--- config.mk ---
export PLATFORM = sky130hd
export DESIGN_NAME = arbiter_rr_burst
export DESIGN_NICKNAME = d
export VERILOG_FILES = /design/src/rtl/arbiter_rr_burst.sv
export SDC_FILE = /design/constraint.sdc
export NUM_CORES = 1
export LEC_CHECK = 0
export ABC_CLOCK_PERIOD_IN_PS = 2000
export CORE_AREA = 4 4 99 101
export CTS_BUF_LIST = sky130_fd_sc_hd__clkbuf_16
export CTS_CLUSTER_DIAMETER = 60
export DETAILED_ROUTE_END_ITERATION = 10
export DIE_AREA = 0 0 103 105
export DONT_BUFFER_PORTS = 1
export PLACE_DENSITY_LB_ADDON = 0.3
export SYNTH_ARGS = -nofsm -noshare
export SYNTH_HDL_FRONTEND = slang
export SYNTH_SLANG_ARGS = --single-unit
--- constraint.sdc ---
create_clock -name clk -period 2 [get_ports clk]
set_input_delay 0.3 -clock clk [delete_from_list [all_inputs] [get_ports clk]]
set_output_delay 0.3 -clock clk [all_outputs]
set_load 0.01 [all_outputs]
--- src/rtl/arbiter_rr_burst.sv ---
// N-port sdram arbiter: fixed-priority or round-robin selection with burst-limited grant hold.
// Read return data is steered back to the owning port by its id tag.
module arbiter_rr_burst #(
    parameter int N     = 4,
    parameter int AN    = 24,
    parameter int DN    = 16,
    parameter int IDN   = $clog2(N),
    parameter int MODE  = 1,
    parameter int BURST = 8
) (
    input  logic            clk,
    input  logic            n_reset,
    input  logic [N-1:0]    req,
    input  logic [N*AN-1:0] addr,
    input  logic [N*DN-1:0] data,
    input  logic [N-1:0]    wr,
    output logic [N-1:0]    ack,
    output logic [N-1:0]    valid,
    output logic [DN-1:0]   rdata,
    output logic            mem_req,
    output logic [AN-1:0]   mem_addr,
    output logic [DN-1:0]   mem_data,
    output logic            mem_wr,
    output logic [IDN-1:0]  mem_id,
    input  logic            mem_ack,
    input  logic [DN-1:0]   mem_rdata,
    input  logic            mem_rvalid,
    input  logic [IDN-1:0]  mem_rid
);
    localparam int CW = $clog2(BURST + 1);

    typedef enum logic [0:0] {ST_IDLE = 1'b0, ST_GRANT = 1'b1} st_t;

    st_t            st_q, st_d;
    logic [IDN-1:0] gnt_q, gnt_d;
    logic [IDN-1:0] ptr_q, ptr_d;
    logic [CW-1:0]  cnt_q, cnt_d;

    logic [N-1:0]   scan_s;
    logic [IDN:0]   rot_idx_s;
    logic [IDN-1:0] base_s, off_s, win_s, gnt_nxt_s;
    logic [IDN:0]   win_sum_s;
    logic [CW-1:0]  cnt_inc_s;
    logic           gnt_req_s, granted_s;

    // Winner selection: scan requests starting at base, the lowest offset wins, result wraps mod N.
    always_comb begin
        scan_s    = '0;
        base_s    = '0;
        rot_idx_s = '0;
        for (int i = 0; i < N; i++) begin
            rot_idx_s = {1'b0, ptr_q} + (IDN+1)'(i);
            if (rot_idx_s >= (IDN+1)'(N)) begin
                rot_idx_s = rot_idx_s - (IDN+1)'(N);
            end else begin
                rot_idx_s = rot_idx_s;
            end
            if (MODE == 1) begin
                scan_s[i] = req[rot_idx_s[IDN-1:0]];
            end else begin
                scan_s[i] = req[i];
            end
        end
        if (MODE == 1) begin
            base_s = ptr_q;
        end else begin
            base_s = '0;
        end
        off_s = '0;
        for (int i = N - 1; i >= 0; i--) begin
            if (scan_s[i]) begin
                off_s = IDN'(i);
            end else begin
                off_s = off_s;
            end
        end
        win_sum_s = {1'b0, base_s} + {1'b0, off_s};
        if (win_sum_s >= (IDN+1)'(N)) begin
            win_s = IDN'(win_sum_s - (IDN+1)'(N));
        end else begin
            win_s = win_sum_s[IDN-1:0];
        end
    end

    // Next-state: arbitrate in IDLE, hold the grant until the burst limit or the port lets go.
    always_comb begin
        st_d      = st_q;
        gnt_d     = gnt_q;
        ptr_d     = ptr_q;
        cnt_d     = cnt_q;
        gnt_req_s = req[gnt_q];
        cnt_inc_s = cnt_q + CW'(1);
        if (gnt_q == IDN'(N - 1)) begin
            gnt_nxt_s = '0;
        end else begin
            gnt_nxt_s = gnt_q + IDN'(1);
        end
        case (st_q)
            ST_IDLE: begin
                if (|req) begin
                    st_d  = ST_GRANT;
                    gnt_d = win_s;
                    cnt_d = '0;
                end else begin
                    st_d = ST_IDLE;
                end
            end
            ST_GRANT: begin
                if (mem_ack) begin
                    cnt_d = cnt_inc_s;
                    if (cnt_inc_s == CW'(BURST)) begin
                        st_d  = ST_IDLE;
                        ptr_d = gnt_nxt_s;
                    end else begin
                        st_d = ST_GRANT;
                    end
                end else if (!gnt_req_s) begin
                    st_d  = ST_IDLE;
                    ptr_d = gnt_nxt_s;
                end else begin
                    st_d = ST_GRANT;
                end
            end
            default: begin
                st_d = ST_IDLE;
            end
        endcase
    end

    // Memory-side mux and per-port handshakes; reset forces requests, acks and valids low at once.
    always_comb begin
        granted_s = n_reset && (st_q == ST_GRANT);
        mem_req   = granted_s && gnt_req_s;
        mem_addr  = addr[gnt_q*AN +: AN];
        mem_data  = data[gnt_q*DN +: DN];
        mem_wr    = wr[gnt_q];
        mem_id    = gnt_q;
        rdata     = mem_rdata;
        ack       = '0;
        if (granted_s && mem_ack) begin
            ack[gnt_q] = 1'b1;
        end else begin
            ack = '0;
        end
        valid = '0;
        for (int i = 0; i < N; i++) begin
            valid[i] = n_reset && mem_rvalid && (mem_rid == IDN'(i));
        end
    end

    // State register.
    always_ff @(posedge clk or negedge n_reset) begin
        if (!n_reset) begin
            st_q  <= ST_IDLE;
            gnt_q <= '0;
            ptr_q <= '0;
            cnt_q <= '0;
        end else begin
            st_q  <= st_d;
            gnt_q <= gnt_d;
            ptr_q <= ptr_d;
            cnt_q <= cnt_d;
        end
    end
endmodule

==> results.json <==
{
  "status": "complete, no violations",
  "synth.distinct_cells": 38,
  "cts_tree": "built",
  "fillerInstances": 956,
  "fin_cells": 248,
  "switchingPower_uw": 1320,
  "maxCapViolCount": 0,
  "tightest_slew_ps": 436,
  "diodes": 0,
  "min_path_type": "input pin to register",
  "synth_area_um2": 1900,
  "die_w_um": 103,
  "synth_area_leader_cell": "mux4_2",
  "gp_congestion": 0.725,
  "async_flop_share_pct": 100,
  "power_leakage_uw": 0.000682,
  "wl_per_cell_um": 29.8,
  "synth_most_common_cell": "mux4_2",
  "max-clock-path-buffers": 2,
  "cts-buffers-inserted": 3,
  "synth-adder-area-share_pct": 4.62,
  "final_layout_size_suffix_gt1_share_pct": 44.5,
  "hold_slack_ps": 318,
  "htreeDepth": 1,
  "p_int_uw": 1620,
  "dr.pass1.iters": 4,
  "hpwl_um": 6510,
  "syn_to_final_growth_pct": 5.87,
  "ys_warn_count": 0,
  "clkLatencyLatePin_ps": 230,
  "grt_first_pass_wirelength_um": 9270,
  "core_um2": 9020,
  "fin_crit_ps": 1950,
  "synth_compound_area_share_pct": 6.34,
  "syn-num-nets": 353,
  "critPathLaunchType": "register",
  "fin_crit_sh_pct": 97.4,
  "critPathRequiredTime_ps": 2150,
  "rows": 35,
  "path_buf_inv": 0,
  "synthCells": 156,
  "synth-edff-count": 0,
  "grt_overflow": 0,
  "initial_utilization_pct": 21.0,
  "grt_antenna_before_repair": 1,
  "hold_violations": 0,
  "fin_ws_ps": 51.2,
  "root_buffer": "clkbuf_16",
  "pwr-share-comb_pct": 74.6,
  "power.total_uw": 2950,
  "vdd.ir_drop.worst_uv": 507,
  "end_kind": "register",
  "drc_errors": 0,
  "dp_slack_ps": -7.75,
  "worst_slew_margin_rel_pct": 70.8,
  "drtAntennaViolNets": 0,
  "synth_top_family_by_area": "multiplexers",
  "crit_type": "register to register",
  "die-area_um2": 10800,
  "seqCellArea_um2": 231,
  "viasPerCell": 5.64,
  "placedCellCount": 243,
  "synth_top_area_share_pct": 49.9,
  "path_clk_slew_ps": 40,
  "synth-seq-area-share_pct": 11.9,
  "ys_seq_elements": 9,
  "synth_area_leaders": "mux4_2 (50%), dfrtp_1 (12%), buf_4 (6.3%)",
  "sw_frac_of_total_pct": 44.9,
  "synth_xor_area_share_pct": 1.85,
  "cts_sinks": 9,
  "finClkSkew_ps": 0.625,
  "slowest_stage": "dfrtp_2",
  "synth-simple-area-share_pct": 11.9,
  "clkPwrFrac_pct": 11.9,
  "synth.top_cells.by_count": "mux4_2 (42), buf_4 (16), dfrtp_1 (9)",
  "powerDensity_nw_per_um2": 1470,
  "fin_util_pct": 22.2,
  "maxSlewViolCount": 0,
  "num_vias": 1398,
  "synth.area.mux_share_pct": 52.8,
  "synthFlopType": "dfrtp_1",
  "io_pins": 258,
  "die_h_um": 105,
  "first_iter_violations": 42,
  "crit_family": "compound AO/OA/AOI/OAI gates",
  "cp_cell_sequence": "o21ai_1, a21oi_1, o31a_1, ha_2, xnor2_1, or3_1, a311o_1, o211ai_1",
  "grt_max_degree": 29,
  "fmax_mhz": 513,
  "post_cts_buffers": 0,
  "finalSetupViolCount": 0,
  "track_usage_pct": 11.5,
  "multi_input_area_um2": 1470,
  "nNetsFinal": 335,
  "cp_max_fo": 7,
  "avgSynthCellArea_um2": 12.2,
  "grt_setup_unrepaired": "true",
  "crit_path_max_incr_delay_ps": 440,
  "cp_data_arrival_time_ps": 2100,
  "seq_power_share_pct": 13.5,
  "wirelength_um": 7400,
  "io_buffers": 0,
  "grt_pass1_vias": 1543
}
-- area by class of cell --
| cell class | instances | area share [%] |
|---|---|---|
| repair buffers | 7 | 3.55 |
| inverters | 4 | 0.748 |
| well taps | 111 | 6.92 |
| flip-flops and latches | 9 | 11.5 |
| clock buffers | 3 | 3.74 |
| multi-input cells | 113 | 73.3 |
| clock inverters | 1 | 0.187 |
-- power by group through the flow --
stage	Sequential [uW]	Combinational [uW]	Clock [uW]
6_report	397	2200	350
3_3_place_gp	397	2210	0
3_5_place_dp	397	2210	0
5_1_grt	419	2350	372
2_1_floorplan	347	1900	0
4_1_cts	400	2240	357
-- sequential cells by signal, indices dropped and copies added (netlist names) --
name    cells
mem_id      2
st_q        1
base_s      2
cnt_q       4
-- cells in the final DEF, fill, tap and decap left out, drive strengths merged, types with 3 or more instances in the layout --
cell and n:
mux4 42, dfrtp 9, ha 7, buf 6, inv 5, nand2 5
nor2 5, nand3b 5, and2 4, nand3 4, mux2 4, xnor2 3
nand2b 3, a22o 3, or3b 3, clkbuf 3
-- worst reg2reg max path: cells and delay by family (launching register included) --
family / cells / cell delay [ps]
compound gates: 5 / 820
xor+xnor: 1 / 120
flops: 1 / 440
simple gates: 1 / 310
fa+ha+maj: 1 / 170
-- worst paths after layout --
| path | slack (ps) | start | end | depth (start not counted) |
|---|---|---|---|---|
| worst max-delay path | 50 | base_s[1] | mem_id[1] | 8 |
| worst min-delay path | 320 | mem_ack | cnt_q[0] | 2 |
| worst max register to register | 50 | base_s[1] | mem_id[1] | 8 |
| worst min register to register | 500 | cnt_q[3] | cnt_q[3] | 1 |
| max in group asynchronous | 1220 | n_reset | mem_id[0] | 1 |
| min in group asynchronous | 440 | n_reset | cnt_q[3] | 1 |
-- per-stage QoR --
stage | TNS, ps | instance area (um^2)
after floorplan | 0 | 1900
after global placement | 0 | 1910
after detailed placement | -7.75 | 1910
after CTS | 0 | 2010
after global routing | -52.8 | 2010
final | 0 | 2010
-- kinds of logic (layout without fill, tap and decap cells) --
group / count (synthesis) / after routing
compound gates: 16 / 16
buf+inv: 34 / 15
simple gates: 39 / 39
fa+ha+maj: 7 / 7
xor+xnor: 4 / 4
flops: 9 / 9
mux: 47 / 47
-- per-layer routing --
metal	vias up	part of all wire, %	global-route usage [%]
li1	582	-	-
met1	701	38	14.3
met2	111	49	19.6
met3	2	13	4.47
met4	2	0.014	0.833
met5	-	0.16	0
-- repair_timing --
action,in CTS,in global routing
pin swaps,1,0
hold buffers,1,0
gates resized for setup,2,0
setup endpoints to repair,15,1
endpoints found under the hold margin,9,0
Power figures use the tool's default switching activity.
==> edit 1: new RTL, config.mk and constraints unchanged <==
Reset style: synchronous (`n_reset`), changed in one clocked block.
--- a/src/rtl/arbiter_rr_burst.sv
+++ b/src/rtl/arbiter_rr_burst.sv
@@ -149,7 +149,7 @@
     end
 
     // State register.
-    always_ff @(posedge clk or negedge n_reset) begin
+    always_ff @(posedge clk) begin
         if (!n_reset) begin
             st_q  <= ST_IDLE;
             gnt_q <= '0;
Function: differs if n_reset is asserted again (counterexample within 4 cycles, from zero or initial values and one cycle with n_reset low); with n_reset held inactive, the same outputs for 10 cycles.
==> edit 1 against the unedited design <==
  * Sequential cell count is the same
  * Hold slack got worse by 0.13 ns
  * Setup slack better by 0.10 ns
  * Area after synthesis is 1.7% lower
  * Core utilization is 0.79 points lower
  * Critical path depth is 6 lower
  * Wire length decreased by 2.9%
  * Final area fell by 3.6%
  * Critical endpoint is now mem_data[5]
Power is not compared: it rests on default switching activity, and its combinational part moved more than twofold at a synthesized area within 25%.
==> edit 1: results (changes against the unedited design) <==
| Metric | Value |
|---|---|
| Status | `finished, final reports clean` |
| Slew Limit Headroom | `0.705 (-0.00360)` |
| FF-to-FF setup slack | `0.20 ns (+0.15 ns)` |
| Vias in the first global route | `1,416 (-8.2%)` |
| Global-route wire length before repair | `9000 um (-2.9%)` |
| HP Start | `n_reset` |
| Clk_skew | `0.00360 ns (+0.00297 ns)` |
| Hold Path Depth | `1 (-1)` |
| Start of the worst register-to-register path | `base_s[0]` |
| Syn Nets | `364 (+3.1%)` |
| R2R cell count | `7 (-1)` |
| Primary FF master, synth | `dfxtp_1` |
| Area post-placement | `1860 um^2 (-2.9%)` |
| Critical R2R Capture | `mem_id[1]` |
| Crit path DAT | `1.55 ns (-0.55 ns)` |
| Final Net Count | `342 (+2.1%)` |
| WL per Instance | `28.2 um (-5.5%)` |
| Initial antenna violation count | `0 (-1)` |
| Total track usage | `0.113 (-0.00243)` |
| Crit-path max FO | `18 (+11)` |
| Final Wtd Congestion | `0.748 (+3.3%)` |
| Met3 routed WL | `835 um (-11%)` |
| PostCTS Resize Cnt | `0 (-2)` |
| Ranking of synthesized cells by area | `mux4_2 51%, dfxtp_1 9.7%, buf_4 6.4%` |
| DP HPWL | `6360 um (-2.2%)` |
| Hold EP | `cnt_q[1]` |
| GR peak layer | `met2` |
| Routed vias/inst | `5.66 (+0.45%)` |
| Synth cell count leaders | `42 x mux4_2, 16 x buf_4, 13 x nor2_1` |
| Starting DRT DRC Count | `61 (+45%)` |
| Largest net degree at the start of global routing | `30 (+3.4%)` |
| Clk slew on worst S/H paths | `0.04 ns (about the same)` |
| GRT met1 Usage | `0.148 (+0.00477)` |
| Minimum hold slack | `0.187 ns (-0.131 ns)` |
| DR WL met2 | `3550 um (-3.1%)` |
| Layout cells sized above 1 | `0.375 (-0.0703)` |
| Routing usage on met3 | `0.0294 (-0.0154)` |
| Register area share after synthesis | `0.0966 (-0.0222)` |
| M1 WL | `2730 um (-1.9%)` |
| H-tree Lvls | `1 (unchanged)` |
| Synth async-reset ratio | `0 (-1.00)` |
| Max layer used | `met4` |
==> edit 1: metrics by stage <==
step / setup WS (ns) / cells
6_report: 0.151 / 255
5_1_grt: 0.0185 / 255
4_1_cts: 0.125 / 255
3_5_place_dp: 0.213 / 251
3_3_place_gp: 0.263 / 251
2_1_floorplan: 0.257 / 167
==> edit 1: final cells by class <==
cell class / instances / area, um^2
inverter: 4 / 15.0
fill: 979 / 7090
sequential: 9 / 185
multi-input combinational: 123 / 1480
timing repair buffer: 4 / 42.5
clock buffer: 3 / 75.1
clock inverter: 1 / 3.75
tap: 111 / 139
==> edit 1: power by group through the flow <==
stage | registers [mW] | logic (mW) | clock network [mW]
floorplan | 0.205 | 0.497 | 0
global route | 0.211 | 0.581 | 0.368
finish | 0.207 | 0.534 | 0.353
global placement | 0.210 | 0.550 | 0
detailed placement | 0.210 | 0.549 | 0
CTS | 0.207 | 0.551 | 0.355
==> edit 1: worst max-delay path by stage <==
stage / start / to / slack [ns]
floorplan: mem_id[0] / mem_addr[10] / 0.26
global placement: base_s[0] / mem_id[1] / 0.26
detailed placement: base_s[0] / mem_id[1] / 0.21
CTS: mem_id[0] / mem_data[5] / 0.12
global route: base_s[0] / mem_id[1] / 0.02
finish: mem_id[0] / mem_data[5] / 0.15
==> edit 1: logic make-up after synthesis <==
| family | share of synthesized area |
|---|---|
| AO/OA/AOI/OAI | 0.0718 |
| XOR/XNOR | 0.0141 |
| adder cells (fa/ha/maj) | 0.0470 |
| buffers and inverters | 0.112 |
| flip-flops | 0.0966 |
| multiplexers | 0.507 |
| AND/OR/NAND/NOR | 0.151 |
==> edit 1: critical path: stages, from the launching register on <==
cell and delay, ns:
dfxtp_4 0.36, buf_4 0.32, mux4_2 0.62
==> edit 2: new RTL, config.mk and constraints unchanged <==
Made on the original files. `AN`: 24 -> 36.
--- a/src/rtl/arbiter_rr_burst.sv
+++ b/src/rtl/arbiter_rr_burst.sv
@@ -2,7 +2,7 @@
 // Read return data is steered back to the owning port by its id tag.
 module arbiter_rr_burst #(
     parameter int N     = 4,
-    parameter int AN    = 24,
+    parameter int AN    = 36,
     parameter int DN    = 16,
     parameter int IDN   = $clog2(N),
     parameter int MODE  = 1,
Ports: changed (resized addr and mem_addr); port bits go from 258 to 318. No check against the original RTL was run, so the function may have changed too.
==> edit 2 against the unedited design <==
  * Wire length is 59% higher
  * Critical path type unchanged
  * Setup slack worse by 0.0022 ns
  * Final area is 17% higher
  * Power is 33% higher
  * Area after synthesis is 16% higher
  * Sequential share of layout area is 1.7 points lower
  * Clock skew is 0.0022 ns higher
  * Hold slack better by 0.0064 ns
  * Non-clock buffer count is 1 higher
  * Sequential cell count stayed put
==> edit 2: results (changes against the unedited design) <==
| Metric | Value |
|---|---|
| WL final | `11,700 um (+59%)` |
| R2R cell count | `8 (unchanged)` |
| Hold EP | `cnt_q[0]` |
| Root Buffer | `clkbuf_16` |
| Synthesized area per cell | `13.0 um^2 (+6.9%)` |
| Syn Nets | `414 (+17%)` |
| Layout cells sized above 1 | `0.523 (+0.0782)` |
| Cts bufs inserted | `3 (unchanged)` |
| Largest net degree at the start of global routing | `59 (+100%)` |
| WL per Instance | `45.2 um (+51%)` |
| Netlist cell types | `37 (-2.6%)` |
| Peak supply drop | `0.000616 V (+21%)` |
| Register area share after synthesis | `0.103 (-0.0162)` |
| Number of diodes | `0 (unchanged)` |
| Setup WS pre-CTS | `0.0296 ns (+0.0374 ns)` |
| Sequential power share | `0.108 (-0.027)` |
| Total track usage | `0.191 (+0.0759)` |
| Worst Hold Class | `primary input to flip-flop` |
| DP HPWL | `10,400 um (+60%)` |
| Start of the worst register-to-register path | `base_s[1]` |
| Initial antenna violation count | `0 (-1)` |
| Final Net Count | `395 (+18%)` |
| Comb pwr share | `0.802 (+0.056)` |
| Vias in the first global route | `1,728 (+12%)` |
| Routed vias/inst | `6.45 (+14%)` |
| Placed instance count | `253 (+4.1%)` |
| Status | `finished, final reports clean` |
| Leak pwr | `0.781 nW (+14%)` |
| Largest register FFs | `4 (unchanged)` |
| Crit-path max FO | `4 (-3)` |
| Final Wtd Congestion | `0.847 (+17%)` |
| Area post-placement | `2210 um^2 (+16%)` |
| Switching share of total power | `0.492 (+0.0430)` |
| Syn. warnings | `0 (unchanged)` |
| Starting DRT DRC Count | `78 (+86%)` |
| Clk_skew | `0.00280 ns (+0.00217 ns)` |
| Synth cell count leaders | `54 x mux4_2, 16 x buf_4, 9 x dfrtp_1` |
| Fin crit share | `0.975 (+0.00109)` |
| Global-route wire length before repair | `13,900 um (+50%)` |
| Slowest stage delay, CP | `0.42 ns (-0.02 ns)` |
| Ranking of synthesized cells by area | `mux4_2 55%, dfrtp_1 10%, buf_4 5.5%` |
| Synth async-reset ratio | `1.00 (unchanged)` |
| Slew Limit Headroom | `0.695 (-0.0139)` |
| Fillers | `945 (-1.2%)` |
## edit 2: cell count changes after synthesis, moves of 2 or more
cell      unedited run  this run
mux2_4               0         2
nand2b_1             3         0
mux2_1               2         0
nand4_1              0         2
mux4_2              42        54
## edit 2: cell families after synthesis
family                   count (synthesis)  share of synthesized area
XOR/XNOR                                 6                     0.0239
adder cells (fa/ha/maj)                  7                     0.0399
AO/OA/AOI/OAI                           16                     0.0627
multiplexers                            58                      0.578
flip-flops                               9                      0.103
buffers and inverters                   37                     0.0974
AND/OR/NAND/NOR                         36                     0.0957
## edit 2: metal layers
layer | vias up | track usage | part of all wire
met5 | - | 0 | 0
met4 | 0 | 0.0287 | 0.0089
met3 | 6 | 0.160 | 0.20
met2 | 156 | 0.302 | 0.47
met1 | 858 | 0.198 | 0.32
li1 | 658 | - | -
## edit 2: timing repair
action,in CTS,in global routing
endpoints found under the hold margin,9,0
setup endpoints to repair,18,15
gates resized for setup,1,5
cloned,0,1
setup buffers,0,1
hold buffers,1,0
## edit 2: per-stage QoR
step | setup TNS [ns] | util | hold slack [ns] | total power, mW
detailed placement | 0 | 0.245 | 0.00473 | 3.51
global placement | 0 | 0.245 | 0.00479 | 3.51
CTS | 0 | 0.255 | 0.325 | 3.91
floorplan | 0 | - | 0.00441 | 2.69
global route | -0.0625 | 0.261 | 0.326 | 4.24
finish | 0 | 0.261 | 0.325 | 3.93
## edit 2: area by class of cell
type                       instances  area [um^2]  area share
sequential                         9          231      0.0982
clock buffer                       3         75.1      0.0319
timing repair buffer               8          125      0.0531
tap                              111          139      0.0589
multi-input combinational        123         1760       0.748
clock inverter                     1         3.75     0.00159
inverter                           5         18.8     0.00797
